File: config.mk
export PLATFORM = sky130hd
export DESIGN_NAME = gcd_client_flat
export DESIGN_NICKNAME = d
export VERILOG_FILES = /design/src/rtl/gcd_pkg.sv /design/src/rtl/gcd_client_if.sv /design/src/rtl/gcd_cycle_counter.sv /design/src/rtl/gcd_client.sv /design/src/flat_wrapper.sv
export SDC_FILE = /design/constraint.sdc
export NUM_CORES = 1
export LEC_CHECK = 0
export CAP_MARGIN = 40
export CORE_MARGIN = 4
export CORE_UTILIZATION = 50
export CTS_CLUSTER_DIAMETER = 120
export DETAILED_ROUTE_END_ITERATION = 10
export DONT_BUFFER_PORTS = 1
export PLACE_DENSITY = 0.66
export SLEW_MARGIN = 20
export SYNTH_ARGS = -nofsm -noshare
export SYNTH_HDL_FRONTEND = slang
export SYNTH_SLANG_ARGS = --single-unit
File: constraint.sdc
create_clock -name clk -period 3.37 [get_ports clk]
set_input_delay 0.674 -clock clk [delete_from_list [all_inputs] [get_ports clk]]
set_output_delay 0.674 -clock clk [all_outputs]
set_load 0.01 [all_outputs]
File: src/rtl/gcd_pkg.sv
// Shared definitions for the GCD block family: default datapath width,
// the client FSM state type and a small constant helper.
package gcd_pkg;

    localparam int GCD_W = 8;

    typedef enum logic [2:0] {
        IDLE,
        CLEAR,
        LOAD,
        RUN,
        RESP
    } gcd_client_state_t;

    function automatic int gcd_max(input int a, input int b);
        return (a > b) ? a : b;
    endfunction

endpackage

File: src/rtl/gcd_client_if.sv
// Request/response channel between the system bus glue (master) and the
// GCD client (slave).
interface gcd_client_if import gcd_pkg::*; #(
    parameter int W = GCD_W
);
    // Both channels are valid/ready: a transfer happens on the rising edge where
    // valid and ready are both high; the sender keeps valid and its payload stable
    // until then, and ready may depend on nothing the sender drives.
    logic         req_valid;
    logic         req_ready;
    logic [W-1:0] req_x;
    logic [W-1:0] req_y;
    logic         rsp_valid;
    logic         rsp_ready;
    logic [W-1:0] rsp_gcd;
    logic         rsp_err;

    modport master (
        output req_valid, req_x, req_y, rsp_ready,
        input  req_ready, rsp_valid, rsp_gcd, rsp_err
    );

    modport slave (
        input  req_valid, req_x, req_y, rsp_ready,
        output req_ready, rsp_valid, rsp_gcd, rsp_err
    );

endinterface

File: src/rtl/gcd_cycle_counter.sv
// Up-counter with synchronous clear and enable; tc flags that the current
// count equals the supplied terminal value.
module gcd_cycle_counter #(
    parameter int CW = 4
) (
    input  logic          clk,
    input  logic          rst_n,
    input  logic          clr,
    input  logic          en,
    input  logic [CW-1:0] term,
    output logic          tc
);

    logic [CW-1:0] cnt_q;
    logic [CW-1:0] cnt_d;

    always_comb begin
        cnt_d = cnt_q;
        if (clr) begin
            cnt_d = '0;
        end else if (en) begin
            cnt_d = cnt_q + CW'(1);
        end
    end

    always_ff @(posedge clk or negedge rst_n) begin
        if (!rst_n) begin
            cnt_q <= '0;
        end else begin
            cnt_q <= cnt_d;
        end
    end

    assign tc = (cnt_q == term);

endmodule

File: src/rtl/gcd_client.sv
// Initiator for the GCD core go/clear handshake: takes operand pairs, sequences
// clr/go on the core with a timeout, and returns the result on a response channel.
module gcd_client import gcd_pkg::*; #(
    parameter int W          = GCD_W,
    parameter int CLR_CYCLES = 2,
    parameter int TIMEOUT    = 300
) (
    input  logic              clk,
    input  logic              clr_n,
    gcd_client_if.slave       bus,
    output logic              core_clr,
    output logic              core_go,
    output logic [W-1:0]      core_x,
    output logic [W-1:0]      core_y,
    input  logic [W-1:0]      core_gcd,
    input  logic              core_done,
    output gcd_client_state_t dbg_state
);

    localparam int CW = $clog2(gcd_max(TIMEOUT, CLR_CYCLES) + 1);
    // The counter sits at 0 in the first cycle of CLEAR/RUN, so the last cycle sees N-1.
    localparam logic [CW-1:0] CLR_TERM = CW'(CLR_CYCLES - 1);
    localparam logic [CW-1:0] TMO_TERM = CW'(TIMEOUT - 1);

    gcd_client_state_t state_q, state_d;
    logic              req_ready_q, req_ready_d;
    logic              rsp_valid_q, rsp_valid_d;
    logic [W-1:0]      rsp_gcd_q, rsp_gcd_d;
    logic              rsp_err_q, rsp_err_d;
    logic              core_clr_q, core_clr_d;
    logic              core_go_q, core_go_d;
    logic [W-1:0]      core_x_q, core_x_d;
    logic [W-1:0]      core_y_q, core_y_d;

    logic              cnt_clr;
    logic              cnt_en;
    logic [CW-1:0]     cnt_term;
    logic              cnt_tc;

    gcd_cycle_counter #(.CW(CW)) u_cnt (
        .clk   (clk),
        .rst_n (clr_n),
        .clr   (cnt_clr),
        .en    (cnt_en),
        .term  (cnt_term),
        .tc    (cnt_tc)
    );

    always_comb begin
        state_d     = state_q;
        req_ready_d = req_ready_q;
        rsp_valid_d = rsp_valid_q;
        rsp_gcd_d   = rsp_gcd_q;
        rsp_err_d   = rsp_err_q;
        core_clr_d  = core_clr_q;
        core_go_d   = core_go_q;
        core_x_d    = core_x_q;
        core_y_d    = core_y_q;
        cnt_clr     = 1'b0;
        cnt_en      = 1'b0;
        cnt_term    = TMO_TERM;

        case (state_q)
            IDLE: begin
                cnt_clr = 1'b1;
                if (bus.req_valid && req_ready_q) begin
                    core_x_d    = bus.req_x;
                    core_y_d    = bus.req_y;
                    req_ready_d = 1'b0;
                    // A zero operand makes the answer the other operand; skip the core.
                    if ((bus.req_x == '0) || (bus.req_y == '0)) begin
                        rsp_gcd_d   = bus.req_x | bus.req_y;
                        rsp_err_d   = 1'b0;
                        rsp_valid_d = 1'b1;
                        state_d     = RESP;
                    end else begin
                        core_clr_d = 1'b1;
                        state_d    = CLEAR;
                    end
                end
            end
            CLEAR: begin
                cnt_en   = 1'b1;
                cnt_term = CLR_TERM;
                if (cnt_tc) begin
                    core_clr_d = 1'b0;
                    state_d    = LOAD;
                end
            end
            LOAD: begin
                cnt_clr   = 1'b1;
                core_go_d = 1'b1;
                state_d   = RUN;
            end
            RUN: begin
                cnt_en = 1'b1;
                // done has priority over a timeout landing in the same cycle.
                if (core_done) begin
                    rsp_gcd_d   = core_gcd;
                    rsp_err_d   = 1'b0;
                    rsp_valid_d = 1'b1;
                    state_d     = RESP;
                end else if (cnt_tc) begin
                    rsp_gcd_d   = '0;
                    rsp_err_d   = 1'b1;
                    rsp_valid_d = 1'b1;
                    state_d     = RESP;
                end
            end
            RESP: begin
                if (bus.rsp_ready) begin
                    rsp_valid_d = 1'b0;
                    core_go_d   = 1'b0;
                    req_ready_d = 1'b1;
                    state_d     = IDLE;
                end
            end
            default: begin
                state_d = IDLE;
            end
        endcase
    end

    always_ff @(posedge clk or negedge clr_n) begin
        if (!clr_n) begin
            state_q     <= IDLE;
            req_ready_q <= 1'b1;
            rsp_valid_q <= 1'b0;
            rsp_gcd_q   <= '0;
            rsp_err_q   <= 1'b0;
            core_clr_q  <= 1'b0;
            core_go_q   <= 1'b0;
            core_x_q    <= '0;
            core_y_q    <= '0;
        end else begin
            state_q     <= state_d;
            req_ready_q <= req_ready_d;
            rsp_valid_q <= rsp_valid_d;
            rsp_gcd_q   <= rsp_gcd_d;
            rsp_err_q   <= rsp_err_d;
            core_clr_q  <= core_clr_d;
            core_go_q   <= core_go_d;
            core_x_q    <= core_x_d;
            core_y_q    <= core_y_d;
        end
    end

    assign bus.req_ready = req_ready_q;
    assign bus.rsp_valid = rsp_valid_q;
    assign bus.rsp_gcd   = rsp_gcd_q;
    assign bus.rsp_err   = rsp_err_q;
    assign core_clr      = core_clr_q;
    assign core_go       = core_go_q;
    assign core_x        = core_x_q;
    assign core_y        = core_y_q;
    assign dbg_state     = state_q;

endmodule

File: src/flat_wrapper.sv
// flat-port wrapper written by rule: the top's interface ports become plain ports
module gcd_client_flat import gcd_pkg::*;
#(
    parameter int W          = GCD_W,
    parameter int CLR_CYCLES = 2,
    parameter int TIMEOUT    = 300
)
  (clk, clr_n, core_clr, core_go, core_x, core_y, core_gcd, core_done, dbg_state, bus_req_valid, bus_req_x, bus_req_y, bus_rsp_ready, bus_req_ready, bus_rsp_valid, bus_rsp_gcd, bus_rsp_err);
  gcd_client_if #(.W(W)) bus_i ();
  input  logic clk;
  input  logic clr_n;
  output logic core_clr;
  output logic core_go;
  output logic [W-1:0] core_x;
  output logic [W-1:0] core_y;
  input  logic [W-1:0] core_gcd;
  input  logic core_done;
  output gcd_client_state_t dbg_state;
  input wire logic [$bits(bus_i.req_valid)-1:0] bus_req_valid;
  input wire logic [$bits(bus_i.req_x)-1:0] bus_req_x;
  input wire logic [$bits(bus_i.req_y)-1:0] bus_req_y;
  input wire logic [$bits(bus_i.rsp_ready)-1:0] bus_rsp_ready;
  output wire logic [$bits(bus_i.req_ready)-1:0] bus_req_ready;
  output wire logic [$bits(bus_i.rsp_valid)-1:0] bus_rsp_valid;
  output wire logic [$bits(bus_i.rsp_gcd)-1:0] bus_rsp_gcd;
  output wire logic [$bits(bus_i.rsp_err)-1:0] bus_rsp_err;
  assign bus_i.req_valid = bus_req_valid;
  assign bus_i.req_x = bus_req_x;
  assign bus_i.req_y = bus_req_y;
  assign bus_i.rsp_ready = bus_rsp_ready;
  assign bus_req_ready = bus_i.req_ready;
  assign bus_rsp_valid = bus_i.rsp_valid;
  assign bus_rsp_gcd = bus_i.rsp_gcd;
  assign bus_rsp_err = bus_i.rsp_err;
  gcd_client #(.W(W), .CLR_CYCLES(CLR_CYCLES), .TIMEOUT(TIMEOUT)) u_core (.clk(clk), .clr_n(clr_n), .bus(bus_i), .core_clr(core_clr), .core_go(core_go), .core_x(core_x), .core_y(core_y), .core_gcd(core_gcd), .core_done(core_done), .dbg_state(dbg_state));
endmodule
==> summary.txt, run 1 <==
Run status
  • Status: completed

Placed design
  • Port bufs: 0
  • Detailed placer's ending HPWL: 3.19 mm
  • GPL Wtd Cong: 0.845
  • DP Cell Count: 219
  • Placed cell area: 0.00203 mm²

Critical path
  • CP Launch Type: flop
  • Crit. End Element: flop
  • Crit-path max FO: 21
  • Worst setup path start: u_core.dbg_state[2]
  • RR Startpoint: u_core.dbg_state[2]
  • Critical path arrival: 2.42 ns
  • Critical path required time: 3.54 ns
  • CP Class: flop to flop

Pwr
  • VDD IR max: 0.313 mV
  • Power Total: 913 µW
  • P_leak: 1.01 nW
  • Pwr dens: 425 mW/mm²

Hold path
  • Worst hold path type: input pin to asynchronous set/reset pin

Synth
  • Largest family of logic cells by synthesized area: simple AND/OR/NAND/NOR gates
  • Post-synthesis mux area share: 0.156
  • Top FF cell, synth: dfrtp_1
  • Post-synth EDFFs: 0
  • Net Count, Synth: 208
  • Cell area after synthesis: 0.00201 mm²
  • Synth Area in Adders: 0.00624
  • Async SR Flop Fraction: 1.00
  • Synthesized area per cell: 11.3 µm²
  • Synth cell types: 41
  • Simple-gate portion of the synthesized area: 0.163
  • Synth Area in XOR/XNOR: 0.0175
  • Yosys reg bits: 41
  • Yosys warning count: 0
  • Sequential element share of the synthesized area: 0.512
  • Syn Inst Count: 178
  • Complex-gate fraction of the synthesized area: 0.120

STA
  • Max-slew headroom: 0.472
  • RSZ-0062 raised after global routing: no
  • Setup TNS: 0 ns
  • Final setup violating endpoints: 0
  • Clock period minus worst slack: 2.25 ns
  • Worst-Margin Slew: 0.792 ns
  • Worst clock skew: 0.00366 ns
  • F_max: 0.443 GHz
  • Final Hold Fails: 0
  • Fin. max-slew vios: 0
  • Final period util: 0.669

Floorplanning
  • Cell row count: 22
  • Die X-Extent: 71.3 µm
  • Die ar.: 0.00509 mm²
  • Die Span Y: 71.3 µm
  • Starting Density: 0.532
  • Core area: 0.00377 mm²
  • Ports: 61

Global routing
  • First-pass GRT wire length: 6.99 mm
  • Global routing's busiest layer: met2
  • M3 GR Usage: 0.0729
  • Overflow after GRT: 0
  • Vias in the first global route: 1457
  • GRT Total Usage: 0.173
  • Largest net degree at the start of global routing: 42
  • Initial antenna violation count: 0
  • M2 GR Usage: 0.280
  • Met1 usage: 0.208

Layout
  • Footprint of the multi-input gates: 931 µm²
  • Area Overhead vs Synth: 6.99%
  • Final instance area: 0.00215 mm²
  • # nets final: 208
  • N_diodes: 0
  • Share of layout cells above drive strength 1: 0.246
  • FF+latch area: 0.00103 mm²
  • Final Non-Filler Cells: 227
  • Count of filler cells inserted in the layout: 317

Clock network
  • Worst skew pair latency: 0.28 ns
  • Root Buffer: clkbuf_8
  • Resized Gates After CTS: 0
  • CTS tree: done
  • CTS H-tree depth: 2
  • Post-CTS setup buffers: 0
  • Hold-fix buffers, CTS: 0
  • Longest Clk Path Bufs: 2
  • Clock transition at the registers of the reported paths: 0.07 ns
  • CTS Buf Count: 5
  • Num Clock Sinks: 41

Drt
  • DRT iter0 DRCs: 64
  • Drt via density: 6.14
  • DR WL/cell: 19.0 µm
  • Drt pass-1 iters: 4
  • Total number of vias: 1393
  • DRC: 0
  • Post-DRT Antenna Nets: 0
  • Drt total wl: 4.32 mm

Job
  • Max Cap Viol: 0
==> worst paths after layout <==
check / end / slack, ns / depth (start not counted)
min in group clk: u_core.core_y[7] / 0.54 / 1
hold reg to reg: u_core.u_cnt.cnt_q[7] / 0.56 / 2
hold / removal: u_core.bus.rsp_valid / 0.08 / 0
setup / recovery: u_core.bus.rsp_gcd[1] / 1.12 / 5
max in group asynchronous: u_core.bus.req_ready / 3.12 / 0
setup reg to reg: u_core.bus.rsp_gcd[1] / 1.12 / 5
==> registers in the layout, summed over array words and instances, names as in the netlist <==
name / flops
u_core.core_go: 1
u_core.bus.rsp_err: 1
u_core.bus.req_ready: 1
u_core.u_cnt.cnt_q: 9
u_core.bus.rsp_gcd: 8
u_core.core_clr: 1
u_core.core_y: 8
u_core.core_x: 8
u_core.dbg_state: 3
u_core.bus.rsp_valid: 1
==> Yosys cell counts, types with 2 or more instances <==
master | number | area share
nand4_1 | 3 | 0.0094
nand2b_1 | 2 | 0.0062
dfrtp_1 | 40 | 0.50
buf_2 | 4 | 0.010
nand2_1 | 15 | 0.028
nor4_1 | 4 | 0.012
nor2_1 | 16 | 0.030
mux2_2 | 26 | 0.15
xor2_1 | 4 | 0.017
mux2i_1 | 2 | 0.010
a22o_1 | 4 | 0.017
a21o_1 | 2 | 0.0075
or4_1 | 2 | 0.0075
nor3_1 | 3 | 0.0075
nand3b_1 | 2 | 0.0075
nor3b_1 | 2 | 0.0075
a21oi_1 | 18 | 0.045
nand3_1 | 5 | 0.012
clkbuf_1 | 2 | 0.0037
==> critical path: stages (launching register included) <==
cell	delay, ns
dfrtp_1	0.86
nor3_2	0.12
nor2b_2	0.18
buf_4	0.21
a21oi_4	0.37
mux2_2	0.39
==> layout by cell type (no fill, tap or decap), types with 2 or more instances in the layout <==
cell type,Yosys,routed
dfrtp_1,40,40
mux2_2,26,26
a21oi_1,18,18
nor2_1,16,16
nand2_1,15,15
clkbuf_8,0,6
nand3_1,5,5
nor4_1,4,4
xor2_1,4,4
a22o_1,4,4
nor3_1,3,3
nand4_1,3,3
nand3b_1,2,2
or4_1,2,2
nor3b_1,2,2
mux2i_1,2,2
nand2b_1,2,2
a21o_1,2,2
==> cell families (layout without fill, tap and decap cells) <==
group | after synthesis | after routing
compound gates | 34 | 34
fa+ha+maj | 1 | 1
flops | 41 | 41
buf+inv | 9 | 10
simple gates | 61 | 61
mux | 28 | 28
xor+xnor | 4 | 4
==> stage by stage <==
| step | hold WS (ns) | setup WS [ns] | util |
|---|---|---|---|
| after floorplan | 0.378 | 1.65 | - |
| after global placement | 0.380 | 1.26 | 0.538 |
| after detailed placement | 0.379 | 1.14 | 0.538 |
| after CTS | 0.0610 | 1.12 | 0.569 |
| after global routing | 0.0552 | 1.01 | 0.569 |
| final | 0.0773 | 1.12 | 0.569 |
==> final cells by class <==
class / instances / share of cell area
Sequential cell: 41 / 0.479
Multi-Input combinational cell: 128 / 0.434
Inverter: 1 / 0.00175
Clock buffer: 7 / 0.0402
Tap cell: 48 / 0.0280
Clock inverter: 1 / 0.0140
Timing Repair Buffer: 1 / 0.00350
==> layer usage <==
| metal | part of all wire | wire [µm] | vias to the layer above |
|---|---|---|---|
| met5 | 0 | 0 | - |
| met3 | 0.086 | 372 | 2 |
| met2 | 0.50 | 2170 | 42 |
| met4 | 0.0039 | 17 | 0 |
| li1 | - | - | 652 |
| met1 | 0.41 | 1760 | 697 |
==> report_power, final <==
part / switching (mW) / internal, mW / total (mW)
registers: 0.00594 / 0.497 / 0.503
logic: 0.00505 / 0.00793 / 0.0130
clock network: 0.156 / 0.241 / 0.397
total: 0.167 / 0.746 / 0.913
(Power assumes the default switching activity.)
==> inputs of run 2 (changes only) <==
==> constraint.sdc (replaced) <==
create_clock -name clk -period 2.17 [get_ports clk]
set_input_delay 0.434 -clock clk [delete_from_list [all_inputs] [get_ports clk]]
set_output_delay 0.434 -clock clk [all_outputs]
set_load 0.01 [all_outputs]
==> run 2 against run 1 <==
Compared with the run above:
- register-to-register slack worse by 0.78 ns
- maximum frequency grew 23%
- critical endpoint is now u_core.bus.rsp_err
- design area grew 1.5%
==> summary.txt, run 2 (synthesis results as in run 1) <==
Layout
  • Top reg by flops: u_core.u_cnt.cnt_q
  • N_diodes: 0 (unchanged)
  • Final Core Density: 0.578 (+0.00863)
  • Share of layout cells above drive strength 1: 0.266 (+0.0205)
  • Commonest non-fill, non-tap cell in the layout: dfrtp_1
  • Most frequent cells in the layout: 40 x dfrtp_1, 26 x mux2_2, 18 x a21oi_1
  • Number of flip-flops in the largest register: 9 (unchanged)
  • # nets final: 213 (+2.4%)
  • Area Overhead vs Synth: 8.61%

Drt
  • DR WL/cell: 18.7 µm (-1.8%)
  • Total number of vias: 1387 (-0.43%)
  • Drt total wl: 4.33 mm (+0.32%)
  • Met2 routed WL: 2.11 mm (-2.8%)
  • Drt pass-1 iters: 4 (unchanged)
  • Highest Signal Layer: met4
  • Post-DRT Antenna Nets: 0 (unchanged)
  • Met3 wire len: 336 µm (-9.7%)
  • Met1 wire length: 1.82 mm (+3.5%)
  • DRT iter0 DRCs: 75 (+17%)
  • DRC: 0 (unchanged)
  • Drt via density: 5.98 (-2.6%)

Clock network
  • Num Clock Sinks: 41 (unchanged)
  • CTS Buf Count: 5 (unchanged)
  • Hold-fix buffers, CTS: 2 (+2)
  • Post-CTS setup buffers: 0 (unchanged)
  • CTS H-tree depth: 2 (unchanged)
  • Root Buffer: clkbuf_8
  • Resized Gates After CTS: 0 (unchanged)
  • Worst skew pair latency: 0.30 ns (+0.02 ns)
  • CTS tree: done
  • Clock transition at the registers of the reported paths: 0.09 ns (+0.02 ns)
  • Longest Clk Path Bufs: 2 (unchanged)

STA
  • Final Hold Fails: 0 (unchanged)
  • Worst-Margin Slew: 0.465 ns (-0.327 ns)
  • Worst clock skew: 0.0137 ns (+0.0100 ns)
  • Setup TNS: 0 ns (unchanged)
  • Max-slew headroom: 0.689 (+0.217)
  • Final period util: 0.843 (+0.174)
  • Fin. max-slew vios: 0 (unchanged)
  • Final setup violating endpoints: 0 (unchanged)
  • RSZ-0062 raised after global routing: no
  • F_max: 0.546 GHz (+23%)
  • Clock period minus worst slack: 1.83 ns (-0.425 ns)

Pwr
  • VDD IR max: 0.362 mV (+16%)
  • Pwr dens: 616 mW/mm² (+45%)
  • P_leak: 1.03 nW (+2.2%)

Run status
  • Status: completed

Critical path
  • R2R depth: 6 (+1)
  • CP Launch Type: flop
  • Critical path required time: 2.40 ns (-1.14 ns)
  • R2R setup slack: 0.34 ns (-0.78 ns)
  • Reg-to-Reg End: u_core.bus.rsp_err
  • RR Startpoint: u_core.dbg_state[2]
  • CP Class: flop to flop
  • Crit. End Element: flop
  • Critical path arrival: 2.06 ns (-0.36 ns)
  • Crit-path max FO: 17 (-19%)

Global routing
  • GRT Total Usage: 0.171 (-0.00143)
  • Overflow after GRT: 0 (unchanged)
  • First-pass GRT wire length: 6.93 mm (-0.79%)
  • Largest net degree at the start of global routing: 42 (unchanged)
  • Initial antenna violation count: 0 (unchanged)
  • Vias in the first global route: 1414 (-3.0%)

Hold path
  • Worst hold path type: input pin to flop
  • Hold_sp: bus_req_y[5]
  • Hold Path End: u_core.core_y[5]
  • Hold depth: 1

Floorplanning
  • Die X-Extent: 71.3 µm (unchanged)
  • Die Span Y: 71.3 µm (unchanged)
  • Starting Density: 0.532 (unchanged)
  • Die ar.: 0.00509 mm² (unchanged)
  • Ports: 61 (unchanged)
  • Core area: 0.00377 mm² (unchanged)
  • Cell row count: 22 (unchanged)

Placed design
  • Detailed placer's ending HPWL: 3.19 mm (+0.13%)
  • Port bufs: 0 (unchanged)
  • GPL Wtd Cong: 0.896 (+6.0%)

Job
  • Max Cap Viol: 0 (unchanged)
## run 2: through the flow
| step | hold WS, ns | setup slack, ns | power [mW] | instance area, µm² | std cells |
|---|---|---|---|---|---|
| floorplan | 0.138 | 0.510 | 0.813 | 2010 | 178 |
| global placement | 0.139 | 0.428 | 0.814 | 2050 | 222 |
| detailed placement | 0.139 | 0.334 | 0.815 | 2050 | 222 |
| CTS | 0.276 | 0.315 | 1.36 | 2180 | 232 |
| global route | 0.274 | 0.167 | 1.40 | 2180 | 232 |
| finish | 0.288 | 0.340 | 1.34 | 2180 | 232 |
## run 2: how the worst max path moves through the flow
stage	from	endpoint	slack (ns)	cells past startpoint
after CTS	u_core.dbg_state[2]	u_core.bus.rsp_err	0.31	6
after detailed placement	u_core.dbg_state[2]	u_core.bus.rsp_err	0.33	6
final	u_core.dbg_state[2]	u_core.bus.rsp_err	0.34	6
after floorplan	u_core.dbg_state[1]	u_core.core_x[2]	0.51	5
after global placement	u_core.dbg_state[0]	u_core.core_y[3]	0.43	4
after global routing	u_core.dbg_state[2]	u_core.bus.rsp_err	0.17	6
## run 2: power breakdown
group          total (mW)  leakage (nW)  switching, mW  internal [mW]
sequential          0.780         0.550        0.00896          0.771
combinational      0.0393         0.431         0.0221         0.0172
clock               0.523        0.0512          0.265          0.258
## run 2: final cells by class
type | instances | area [µm²]
well taps | 48 | 60.1
multi-input cells | 128 | 931
flip-flops and latches | 41 | 1030
clock inverters | 2 | 13.8
repair buffers | 6 | 60.1
clock buffers | 6 | 82.6
inverters | 1 | 3.75
fillers | 326 | 1590
## run 2: worst max-delay path: stages (launching register included)
cell and delay, ns:
dfrtp_1 0.49, buf_4 0.24, nor3b_1 0.34, mux2i_1 0.23, nand2b_1 0.13, a21oi_2 0.14
o2111a_1 0.18
## run 2: metal layers
| metal | vias to the layer above | global-route usage |
|---|---|---|
| met5 | - | 0 |
| met4 | 0 | 0.0564 |
| met3 | 5 | 0.0715 |
| met2 | 41 | 0.281 |
| met1 | 682 | 0.204 |
| li1 | 659 | - |
